===== config.mk =====
export PLATFORM = sky130hd
export DESIGN_NAME = writeback_unit
export DESIGN_NICKNAME = d
export VERILOG_FILES = /design/src/rtl/writeback_unit.sv
export SDC_FILE = /design/constraint.sdc
export NUM_CORES = 1
export LEC_CHECK = 0
export CAP_MARGIN = 15
export CORE_MARGIN = 2
export CORE_UTILIZATION = 30
export CTS_CLUSTER_DIAMETER = 30
export DETAILED_ROUTE_END_ITERATION = 8
export PLACE_DENSITY = 0.53
export SLEW_MARGIN = 20
export SYNTH_ARGS = -nofsm -noshare
export SYNTH_HDL_FRONTEND = slang
export SYNTH_SLANG_ARGS = --single-unit
export TNS_END_PERCENT = 1

===== constraint.sdc =====
create_clock -name clk -period 2.3 [get_ports clk]
set_input_delay 0.46 -clock clk [delete_from_list [all_inputs] [get_ports clk]]
set_output_delay 0.46 -clock clk [all_outputs]
set_load 0.02 [all_outputs]

===== src/rtl/writeback_unit.sv =====
// Register-file write-port master: merges EX results and in-order load responses
// into one registered write per cycle, and tracks outstanding load destinations.
module writeback_unit #(
    parameter int XLEN         = 32,
    parameter int REG_NUM_SIZE = 5,
    parameter int QDEPTH       = 4
) (
    input  logic                         clk,
    input  logic                         rst,
    input  logic                         ex_valid,
    input  logic [REG_NUM_SIZE-1:0]      ex_rd,
    input  logic [XLEN-1:0]              ex_data,
    output logic                         ex_ready,
    input  logic                         ld_issue,
    input  logic [REG_NUM_SIZE-1:0]      ld_rd,
    output logic                         ld_full,
    input  logic                         ld_resp_valid,
    input  logic [XLEN-1:0]              ld_resp_data,
    output logic                         wb_we,
    output logic [REG_NUM_SIZE-1:0]      wb_addr,
    output logic [XLEN-1:0]              wb_data,
    output logic [(1<<REG_NUM_SIZE)-1:0] pending,
    output logic                         err
);
    localparam int PTR_W = (QDEPTH > 1) ? $clog2(QDEPTH) : 1;
    localparam int CNT_W = PTR_W + 1;
    localparam int NREG  = 1 << REG_NUM_SIZE;

    logic [REG_NUM_SIZE-1:0] tag_mem [QDEPTH];
    logic [PTR_W-1:0]        rd_ptr_reg, wr_ptr_reg;
    logic [CNT_W-1:0]        count_reg;
    logic [CNT_W-1:0]        count_next;
    logic                    err_reg;
    logic                    wb_we_reg;
    logic [REG_NUM_SIZE-1:0] wb_addr_reg;
    logic [XLEN-1:0]         wb_data_reg;

    logic                    fifo_empty;
    logic                    push;
    logic                    pop;
    logic                    sel_valid;
    logic [REG_NUM_SIZE-1:0] sel_rd;
    logic [XLEN-1:0]         sel_data;
    logic                    wb_we_next;

    // Full comes from the registered count only, so a same-cycle pop never frees a slot early.
    assign fifo_empty = (count_reg == '0);
    assign ld_full    = (count_reg == CNT_W'(QDEPTH));
    assign push       = ld_issue && !ld_full;
    assign pop        = ld_resp_valid && !fifo_empty;
    assign ex_ready   = !pop;

    always_comb begin
        sel_valid = 1'b0;
        sel_rd    = '0;
        sel_data  = '0;
        if (pop) begin
            sel_valid = 1'b1;
            sel_rd    = tag_mem[rd_ptr_reg];
            sel_data  = ld_resp_data;
        end else if (ex_valid) begin
            sel_valid = 1'b1;
            sel_rd    = ex_rd;
            sel_data  = ex_data;
        end
        wb_we_next = sel_valid && (sel_rd != '0);
        count_next = count_reg + CNT_W'(push) - CNT_W'(pop);
    end

    always_ff @(posedge clk) begin
        if (push) begin
            tag_mem[wr_ptr_reg] <= ld_rd;
        end
    end

    always_ff @(posedge clk) begin
        if (rst) begin
            rd_ptr_reg  <= '0;
            wr_ptr_reg  <= '0;
            count_reg   <= '0;
            err_reg     <= 1'b0;
            wb_we_reg   <= 1'b0;
            wb_addr_reg <= '0;
            wb_data_reg <= '0;
        end else begin
            if (push) begin
                wr_ptr_reg <= PTR_W'(wr_ptr_reg + 1'b1);
            end
            if (pop) begin
                rd_ptr_reg <= PTR_W'(rd_ptr_reg + 1'b1);
            end
            count_reg <= count_next;
            if (ld_resp_valid && fifo_empty) begin
                err_reg <= 1'b1;
            end
            wb_we_reg <= wb_we_next;
            if (wb_we_next) begin
                wb_addr_reg <= sel_rd;
                wb_data_reg <= sel_data;
            end
        end
    end

    // An entry is live when its distance from the read pointer is below the occupancy.
    logic [NREG-1:0] entry_dec [QDEPTH];

    generate
        for (genvar gi = 0; gi < QDEPTH; gi++) begin : g_entry
            logic [PTR_W-1:0] offset;
            logic             live;
            assign offset        = PTR_W'(gi) - rd_ptr_reg;
            assign live          = ({1'b0, offset} < count_reg);
            assign entry_dec[gi] = live ? (NREG'(1) << tag_mem[gi]) : '0;
        end
    endgenerate

    always_comb begin
        pending = '0;
        for (int i = 0; i < QDEPTH; i++) begin
            pending = pending | entry_dec[i];
        end
        pending[0] = 1'b0;
    end

    assign wb_we   = wb_we_reg;
    assign wb_addr = wb_addr_reg;
    assign wb_data = wb_data_reg;
    assign err     = err_reg;
endmodule


-- Yosys cells after proc, flatten, opt, wreduce, memory -nomap -nowiden
Memories as Yosys holds them, arrays and structs flattened. A register that Yosys moved wholly into a read port is not among the register bits.
Cells that the tools add are included.
- bits of input ports: 79
- register bits after elaboration: 46
- output and inout port bits: 73
- memory bits (writable): 20
- memories kept: 1
- memory list (name ; depth ; width ; read ports ; clocked after Yosys merged registers in ; write ports ; RTL line ; text):
    tag_mem ; 4 ; 5 ; 5 ; 1 ; 1 ; 29 ; logic [REG_NUM_SIZE-1:0] tag_mem [QDEPTH];
- magnitude comparators: 4
- mux-type cells: 14
- add/subtract/negate cells: 8
- eq/ne operators: 1
- shifts and indexed selects: 4
- bitwise logic cells: 3
- reductions and logical operators: 9
- operators by type and width (kind ; number):
    32-bit 2-to-1 mux ; 6
    1-bit by 5-bit << shifter with 32-bit output (first input constant) ; 4
    32-bit bitwise OR ; 3
    2-bit by 3-bit < comparator with 1-bit output ; 4
    5-bit 2-to-1 mux ; 2
    5-bit nonzero test ; 1
    2-bit by 1-bit adder with 2-bit output (second input constant) ; 2
    1-bit logical AND ; 4
    1-bit 2-to-1 mux ; 4
    2-bit 2-to-1 mux ; 2
    1-bit by 2-bit subtractor with 2-bit output (first input constant) ; 2
    2-bit subtractor (first input constant) ; 2
    3-bit by 1-bit adder with 3-bit output ; 1
    3-bit == test (second input constant) ; 1
    1-bit zero test ; 3
    3-bit zero test ; 1
    3-bit by 1-bit subtractor with 3-bit output ; 1

-- Depth between registers and ports, before layout
Gate-level depths: netlist of the first run.
- depth after elaboration: 6
- mapped depth: 10
- depth with buffers taken out: 9

-- Least setup slack after synthesis of the first run
OpenSTA, ideal clock, no wires.
- kind: reg2out
- from: register count_reg[1]
- to: output port pending[11]
- data arrival time: 1951 ps
- cell stages (with the launch flop): 7
- buffers on the path: 1
- data required time: 1840 ps
- path slack: -111 ps
- cell sequence: dfxtp_1 -> inv_1 -> ha_1 -> a21oi_1 -> clkbuf_1 -> o211ai_1 -> o2111ai_1
- cells in the longest elaborated chain, start to end: 5
- ends and longest elaborated chain (element ; RTL line ; text):
    start, declared ; 31 ; logic [CNT_W-1:0] count_reg;
    start signal, assigned ; 92 ; count_reg <= count_next;
    2-bit by 3-bit < comparator with 1-bit output ; 112 ; assign live = ({1'b0, offset} < count_reg);
    32-bit 2-to-1 mux ; 113 ; assign entry_dec[gi] = live ? (NREG'(1) << tag_mem[gi]) : '0;
    32-bit bitwise OR (2 in series) ; 120 ; pending = pending | entry_dec[i];
    32-bit bitwise OR * ; 120 ;
    end, declared ; 22 ; output logic [(1<<REG_NUM_SIZE)-1:0] pending,
Every way passes the cells marked *; elsewhere a longest branch is shown, timed or not.

-- Worst setup path in the final report of the first run
- from: register rd_ptr_reg[1]
- to: output port pending[17]
- cells in the longest elaborated chain, start to end: 6
- ends and longest elaborated chain (element ; RTL line ; text):
    start, declared ; 30 ; logic [PTR_W-1:0] rd_ptr_reg, wr_ptr_reg;
    start signal, assigned ; 90 ; rd_ptr_reg <= PTR_W'(rd_ptr_reg + 1'b1);
    1-bit by 2-bit subtractor with 2-bit output ; 111 ; assign offset = PTR_W'(gi) - rd_ptr_reg;
    2-bit by 3-bit < comparator with 1-bit output ; 112 ;
    32-bit 2-to-1 mux ; 113 ;
    32-bit bitwise OR (2 in series) ; 120 ;
    32-bit bitwise OR * ; 120 ;
Marks and branches as above.

==> results of run 1 <==
==> worst register-to-register path: cells and delay by family (launching register included) <==
family / cells / cell delay, ps
buffers and inverters: 2 / 540
multiplexers: 1 / 520
flip-flops: 1 / 490
AO/OA/AOI/OAI: 2 / 370
AND/OR/NAND/NOR: 1 / 210
==> cell usage after synthesis (3+ instances only) <==
cell type	instances
a211oi_1	32
a21oi_1	37
a22oi_1	32
a2bb2oi_1	4
a31oi_1	4
and2_1	8
and3b_1	3
buf_1	13
buf_4	5
clkbuf_1	76
dfxtp_1	48
edfxtp_1	20
ha_1	10
inv_1	78
mux4_2	5
nand2_1	8
nand3_1	10
nand4_1	49
nand4b_1	30
nor2_1	46
nor2b_1	11
nor3_1	35
nor3b_1	6
o2111ai_1	94
o211ai_1	4
xnor2_1	6
==> power by group <==
group          total (mW)  switching (mW)  internal, mW
clock network        1.46           0.598         0.859
registers            1.78           0.261          1.52
logic                4.29            2.47          1.82
==> metal layers <==
| metal | vias up | global-route usage | routed length [microns] |
|---|---|---|---|
| met1 | 3109 | 0.2864 | 9497 |
| met4 | 0 | 0.05954 | 451 |
| met2 | 255 | 0.3352 | 9906 |
| met3 | 38 | 0.04903 | 1320 |
| li1 | 3007 | - | - |
| met5 | - | 0 | 0 |
==> final cells by class <==
| type | count | share of cell area |
|---|---|---|
| multi-input cells | 455 | 0.4161 |
| repair buffers | 243 | 0.2853 |
| flip-flops and latches | 68 | 0.1904 |
| inverters | 79 | 0.03604 |
| well taps | 229 | 0.03482 |
| clock buffers | 9 | 0.02737 |
| clock inverters | 7 | 0.01004 |
==> cell families (layout without fill, tap and decap cells) <==
kind of cell	after synthesis	after routing
AOI/OAI and AO/OA	216	216
xor gates and xnor gates	6	6
adders and majority gates	11	11
buffers and inverters	174	338
DFF	68	68
muxes	6	6
other	1	1
and+or+nand+nor	215	215
==> repair_timing <==
| item | CTS | global route |
|---|---|---|
| gates cloned | 2 | 0 |
| endpoints found under the hold margin | 0 | 0 |
| setup endpoints to repair | 33 | 68 |
| hold buffers | 0 | 0 |
| pin swaps | 16 | 17 |
| gates resized for setup | 185 | 21 |
| buffers inserted | 3 | 0 |
==> placed cells by master, fill, tap and decap left out, types with 4 or more instances in the layout <==
cell type,Yosys,final
clkbuf_16,0,9
o2111ai_4,0,4
o211ai_1,4,4
clkdlybuf4s50_1,0,116
nand3_1,10,10
buf_12,0,12
dfxtp_1,48,44
buf_6,0,19
inv_1,78,76
dfxtp_2,0,4
buf_4,5,91
ha_1,10,9
a2bb2oi_1,4,4
a21oi_1,37,35
nand4_1,49,49
a211oi_1,32,32
a31oi_1,4,4
nor3b_1,6,6
xnor2_1,6,5
mux4_2,5,5
nand2_1,8,8
nor2b_1,11,10
edfxtp_1,20,20
nor3_1,35,35
nor2_1,46,46
o2111ai_1,94,81
nand4b_1,30,30
o2111ai_2,0,9
a22oi_1,32,32
and2_1,8,8
==> how the worst max path moves through the flow <==
stage,startpoint,to
global placement,rd_ptr_reg[1]$_SDFFE_PP0P_,pending[23]
global route,rd_ptr_reg[0]$_SDFFE_PP0P_,pending[1]
finish,rd_ptr_reg[1]$_SDFFE_PP0P_,pending[17]
CTS,rd_ptr_reg[1]$_SDFFE_PP0P_,pending[19]
detailed placement,rd_ptr_reg[1]$_SDFFE_PP0P_,pending[11]
floorplan,count_reg[1]$_SDFF_PP0_,pending[17]
==> stage by stage <==
stage               area, sq um  hold WS, ps  setup TNS [ps]  total power [mW]
floorplan                  5509        513.6          -912.4             3.997
global placement           7744        456.3          -10820             5.724
detailed placement         7744        482.8          -11940             5.771
CTS                        8139        494.5           -5537             7.458
global route               8228        526.3           -7725             7.929
finish                     8228        484.0           -4834             7.524
==> results.py, run 1 <==
metrics = {
    "global_route": {
        "grt_max_degree": 64,
        "overflow": 0,
        "grt_pass1_vias": 6144,
        "track_usage": 0.2107,
        "grt_first_pass_wirelength_microns": 33250,
        "antenna_found_initial": 0,
    },
    "yosys": {
        "synthAdderAreaFrac": 0.02647,
        "synth.mux.area_fraction": 0.02236,
        "synth_top_family_by_area": "compound AO/OA/AOI/OAI gates",
        "avgSynthCellArea_sq_um": 7.868,
        "ys_ff_latch": 68,
        "synth_flop_cell": "dfxtp_1",
        "synth_edf_count": 20,
        "synth-compound-area-share": 0.3021,
        "synth_area_sq_mm": 0.005484,
        "yosys.area_share.simple": 0.2313,
        "synth_cell_type_count": 45,
        "synth.largest_area_cell": "dfxtp_1",
        "synthCells": 697,
        "ys_async_sr_fraction": 0,
        "synth_area_leaders": "dfxtp_1 (18%), o2111ai_1 (15%), edfxtp_1 (11%)",
        "synth_nets": 787,
        "ys_seq_area_frac": 0.2847,
        "yosys.area.top_type_share": 0.1752,
        "ys_warn_count": 0,
        "synth-xor-area-share": 0.009582,
    },
    "detailed_routing": {
        "drc": 0,
        "vias": 6409,
        "antenna_left": 0,
        "via_per_inst": 5.880,
        "wl_per_cell_microns": 19.43,
        "firstDrtPassIters": 5,
        "routed_wl_microns": 21180,
        "drt_iter0_drc": 538,
    },
    "sta": {
        "grt_setup_unrepaired": "yes",
        "period_share": 1.105,
        "finClkSkew_ps": 6.739,
        "timing.fmax_ghz": 0.3933,
        "setup-violations-final": 31,
        "min_period_ps": 2542,
        "slew_viol_final": 0,
        "finalWorstSetupSlack_ps": -242.5,
        "hold_viol": 0,
    },
    "critical_path": {
        "cpMostUsedCell": "buf_6",
        "required_ps": 1840,
        "path_cells": "xnor2_2 > ha_1 > a21oi_2 > buf_6 > o211ai_1 > buf_4 > o2111ai_4 > buf_6",
        "max_stage_delay_ps": 340,
        "reg2reg_depth": 6,
        "path_delay_family": "compound AO/OA/AOI/OAI gates",
        "crit_arrival_ps": 2080,
        "crit_fanout": 5,
        "critical_path_class": "reg2out",
        "path_depth": 8,
        "r2r_setup_slack_ps": 90,
        "r2r_start": "tag_mem[2][3]$_DFFE_PP_",
        "r2r_end": "wb_data[18]$_SDFFE_PP0P_",
        "path_buf_inv": 3,
        "crit_slowest_cell": "dfxtp_2",
        "end_kind": "output pin",
        "worstSetupStartpointType": "flop",
    },
    "placement": {
        "place_ws_ps": -393.0,
        "gp_congestion": 0.8907,
        "io_buffers": 150,
        "dpl.cell_count": 1069,
        "hpwlAfterDp_microns": 15110,
    },
    "clock_network": {
        "clkTransAtPathRegs_ps": 60,
        "cts_buffer_depth": 2,
        "root_buffer": "clkbuf_16",
        "cts_buffers": 9,
        "cts_sinks": 68,
        "cts_tree": "yes",
        "clock_latency_ps": 340,
        "cts_max_level": 3,
    },
    "power_and_ir_drop": {
        "ir_worst_vdd_uv": 659.8,
        "p_leak_nw": 3.242,
        "power_density_mw_per_mm2": 914.5,
    },
    "run_status": {
        "violations": "setup timing",
        "status": "finished, violations left",
    },
    "floorplanning": {
        "ios": 152,
        "coreArea_sq_mm": 0.01796,
        "rows": 49,
        "start_util": 0.3053,
        "die_h_microns": 139.2,
        "fp.dieArea_sq_mm": 0.01938,
        "die_w_microns": 139.2,
    },
    "worst_hold_path": {
        "min_path_cells": 2,
        "holdPathEnd": "err$_SDFFE_PP0P_",
        "min_from": "err$_SDFFE_PP0P_",
        "hp-class": "reg2reg",
    },
    "layout": {
        "register_area_sq_mm": 0.001567,
        "n_antenna_cell": 0,
        "n_fill_cell": 1770,
        "final-instance-count-excl-fill": 1090,
        "multiInputGateArea_sq_mm": 0.003423,
        "fin_nets": 946,
        "drive_gt1_frac": 0.2079,
        "final_util": 0.4580,
        "areaGrowthSynthToFinish_pct": 50.03,
        "largest_register_ffs": 32,
    },
    "run": {
        "drv_cap": 0,
    },
}
Note: power is estimated with default switching activity, not from simulation.
==> run 2: changes to the inputs <==
PLACE_DENSITY = 0.61   (was 0.53)
==> run 2 against run 1 <==
  * The run still ends with setup timing left
  * Final cell count rose by 0.46%
  * Flip-flop and latch count did not move
  * Combinational power rose by 11%
  * Via count fell by 0.36%
  * Largest power group unchanged
  * First-iteration DRC count rose by 14%
  * Utilization rose by 0.90 points
  * Clock power fell by 16%
==> results.py, run 2 (synthesis results as in run 1) <==
metrics = {
    "critical_path": {
        "path_delay_family": "compound AO/OA/AOI/OAI gates",
        "path_buf_inv": 3,
        "max_stage_delay_ps": 360,
        "crit_fanout": 8,
        "worstSetupStartpointType": "flop",
        "end_kind": "output pin",
        "required_ps": 1840,
        "crit_slowest_cell": "dfxtp_4",
        "crit_arrival_ps": 2060,
        "path_cells": "xnor2_4 > inv_2 > ha_4 > a21oi_4 > clkbuf_16 > o2111ai_2 > o2111ai_2 > buf_6",
        "cpMostUsedCell": "o2111ai_2",
        "critical_path_class": "reg2out",
    },
    "global_route": {
        "grt_pass1_vias": 5998,
        "antenna_found_initial": 0,
        "grt_first_pass_wirelength_microns": 32740,
        "grt_max_degree": 61,
        "track_usage": 0.2049,
        "overflow": 0,
    },
    "sta": {
        "min_period_ps": 2522,
        "setup_tns_ps": -5171,
        "finalWorstSetupSlack_ps": -222.3,
        "period_share": 1.097,
        "hold_ws_ps": 478.0,
        "setup-violations-final": 31,
        "timing.fmax_ghz": 0.3965,
        "hold_viol": 0,
        "slew_viol_final": 0,
        "grt_setup_unrepaired": "yes",
        "finClkSkew_ps": 8.887,
    },
    "floorplanning": {
        "die_w_microns": 139.2,
        "ios": 152,
        "coreArea_sq_mm": 0.01796,
        "die_h_microns": 139.2,
        "rows": 49,
        "fp.dieArea_sq_mm": 0.01938,
        "start_util": 0.3053,
    },
    "placement": {
        "place_ws_ps": -386.5,
        "gp_congestion": 0.9010,
        "hpwlAfterDp_microns": 14020,
        "io_buffers": 150,
    },
    "clock_network": {
        "root_buffer": "clkbuf_16",
        "cts_sinks": 68,
        "cts_tree": "yes",
        "hold_buffers": 0,
        "cts_max_level": 3,
        "cts_buffers": 9,
        "clock_latency_ps": 330,
        "cts_buffer_depth": 2,
        "clkTransAtPathRegs_ps": 60,
    },
    "worst_hold_path": {
        "hp-class": "reg2reg",
    },
    "detailed_routing": {
        "routed_wl_microns": 20760,
        "drt_iter0_drc": 612,
        "vias": 6386,
        "drc": 0,
        "via_per_inst": 5.832,
        "wl_per_cell_microns": 18.96,
        "antenna_left": 0,
        "firstDrtPassIters": 5,
    },
    "run_status": {
        "status": "finished, violations left",
        "violations": "setup timing",
    },
    "power_and_ir_drop": {
        "power_density_mw_per_mm2": 928.4,
        "p_leak_nw": 3.308,
        "ir_worst_vdd_uv": 530.2,
    },
    "layout": {
        "fin_nets": 951,
        "n_antenna_cell": 0,
        "mostFrequentLayoutCell": "clkdlybuf4s50_1",
        "layout_common_cells": "clkdlybuf4s50_1 (116), buf_4 (90), inv_1 (75), o2111ai_1 (75), nand4_1 (49)",
        "areaGrowthSynthToFinish_pct": 52.98,
        "drive_gt1_frac": 0.2229,
        "largest_register_ffs": 32,
    },
    "run": {
        "drv_cap": 0,
    },
}
==> run 2: cell types whose count changed in the layout (fill, tap and decap cells not counted), moves of 3 or more <==
cell       change
buf_12         +3
buf_6          +3
clkinv_2       +4
inv_6          -3
o2111ai_1      -6
o2111ai_2      +8
==> run 2: final timing paths <==
kind | from | endpoint | slack (ps) | depth (start not counted)
hold / removal | wb_addr[4]$_SDFFE_PP0P_ | wb_addr[4]$_SDFFE_PP0P_ | 480 | 2
hold reg to reg | wb_addr[4]$_SDFFE_PP0P_ | wb_addr[4]$_SDFFE_PP0P_ | 480 | 2
setup / recovery | rd_ptr_reg[1]$_SDFFE_PP0P_ | pending[17] | -220 | 8
setup reg to reg | tag_mem[0][2]$_DFFE_PP_ | wb_data[6]$_SDFFE_PP0P_ | 60 | 5
==> run 2: per-layer routing <==
metal | vias up | track usage | routed length [microns]
li1 | 3013 | - | -
met1 | 3003 | 0.2840 | 9404
met2 | 337 | 0.3251 | 9454
met3 | 33 | 0.03798 | 1483
met4 | 0 | 0.06167 | 414
met5 | - | 0 | 0
==> run 2: worst min-delay path: cells and delay by family (launching register included) <==
family           cells  cell delay, ps
flip-flops           1             310
AO/OA/AOI/OAI        1              60
AND/OR/NAND/NOR      1              60
==> run 2: what timing repair did <==
| item | CTS | global route |
|---|---|---|
| cloned | 2 | 1 |
| pin swaps | 12 | 25 |
| setup buffers | 7 | 1 |
| hold endpoints to repair | 0 | 0 |
| endpoints found under the setup margin | 33 | 37 |
| gates resized for setup | 164 | 57 |
==> run 2: area by class of cell <==
cell class,count,area (sq um)
clock buffers,11,236.5
clock inverters,5,28.78
fillers,1750,9574
inverters,79,299.0
multi-input cells,455,3525
flip-flops and latches,68,1569
well taps,229,286.5
repair buffers,248,2445
==> run 2: where the power goes <==
group	total, mW	internal, mW	leakage, nW	switching, mW
combinational	4.78	2.16	2.59	2.62
clock	1.23	0.735	0.136	0.498
sequential	1.78	1.52	0.584	0.261
==> run 2: metrics by stage <==
step                      power [mW]  instance area (sq um)  cells  utilization
after floorplan                3.997                   5509    697            -
after global placement         5.884                   7777   1070       0.4330
after detailed placement       5.867                   7777   1070       0.4330
after CTS                      7.412                   8123   1094       0.4522
after global routing           8.198                   8389   1095       0.4670
final                          7.789                   8389   1095       0.4670
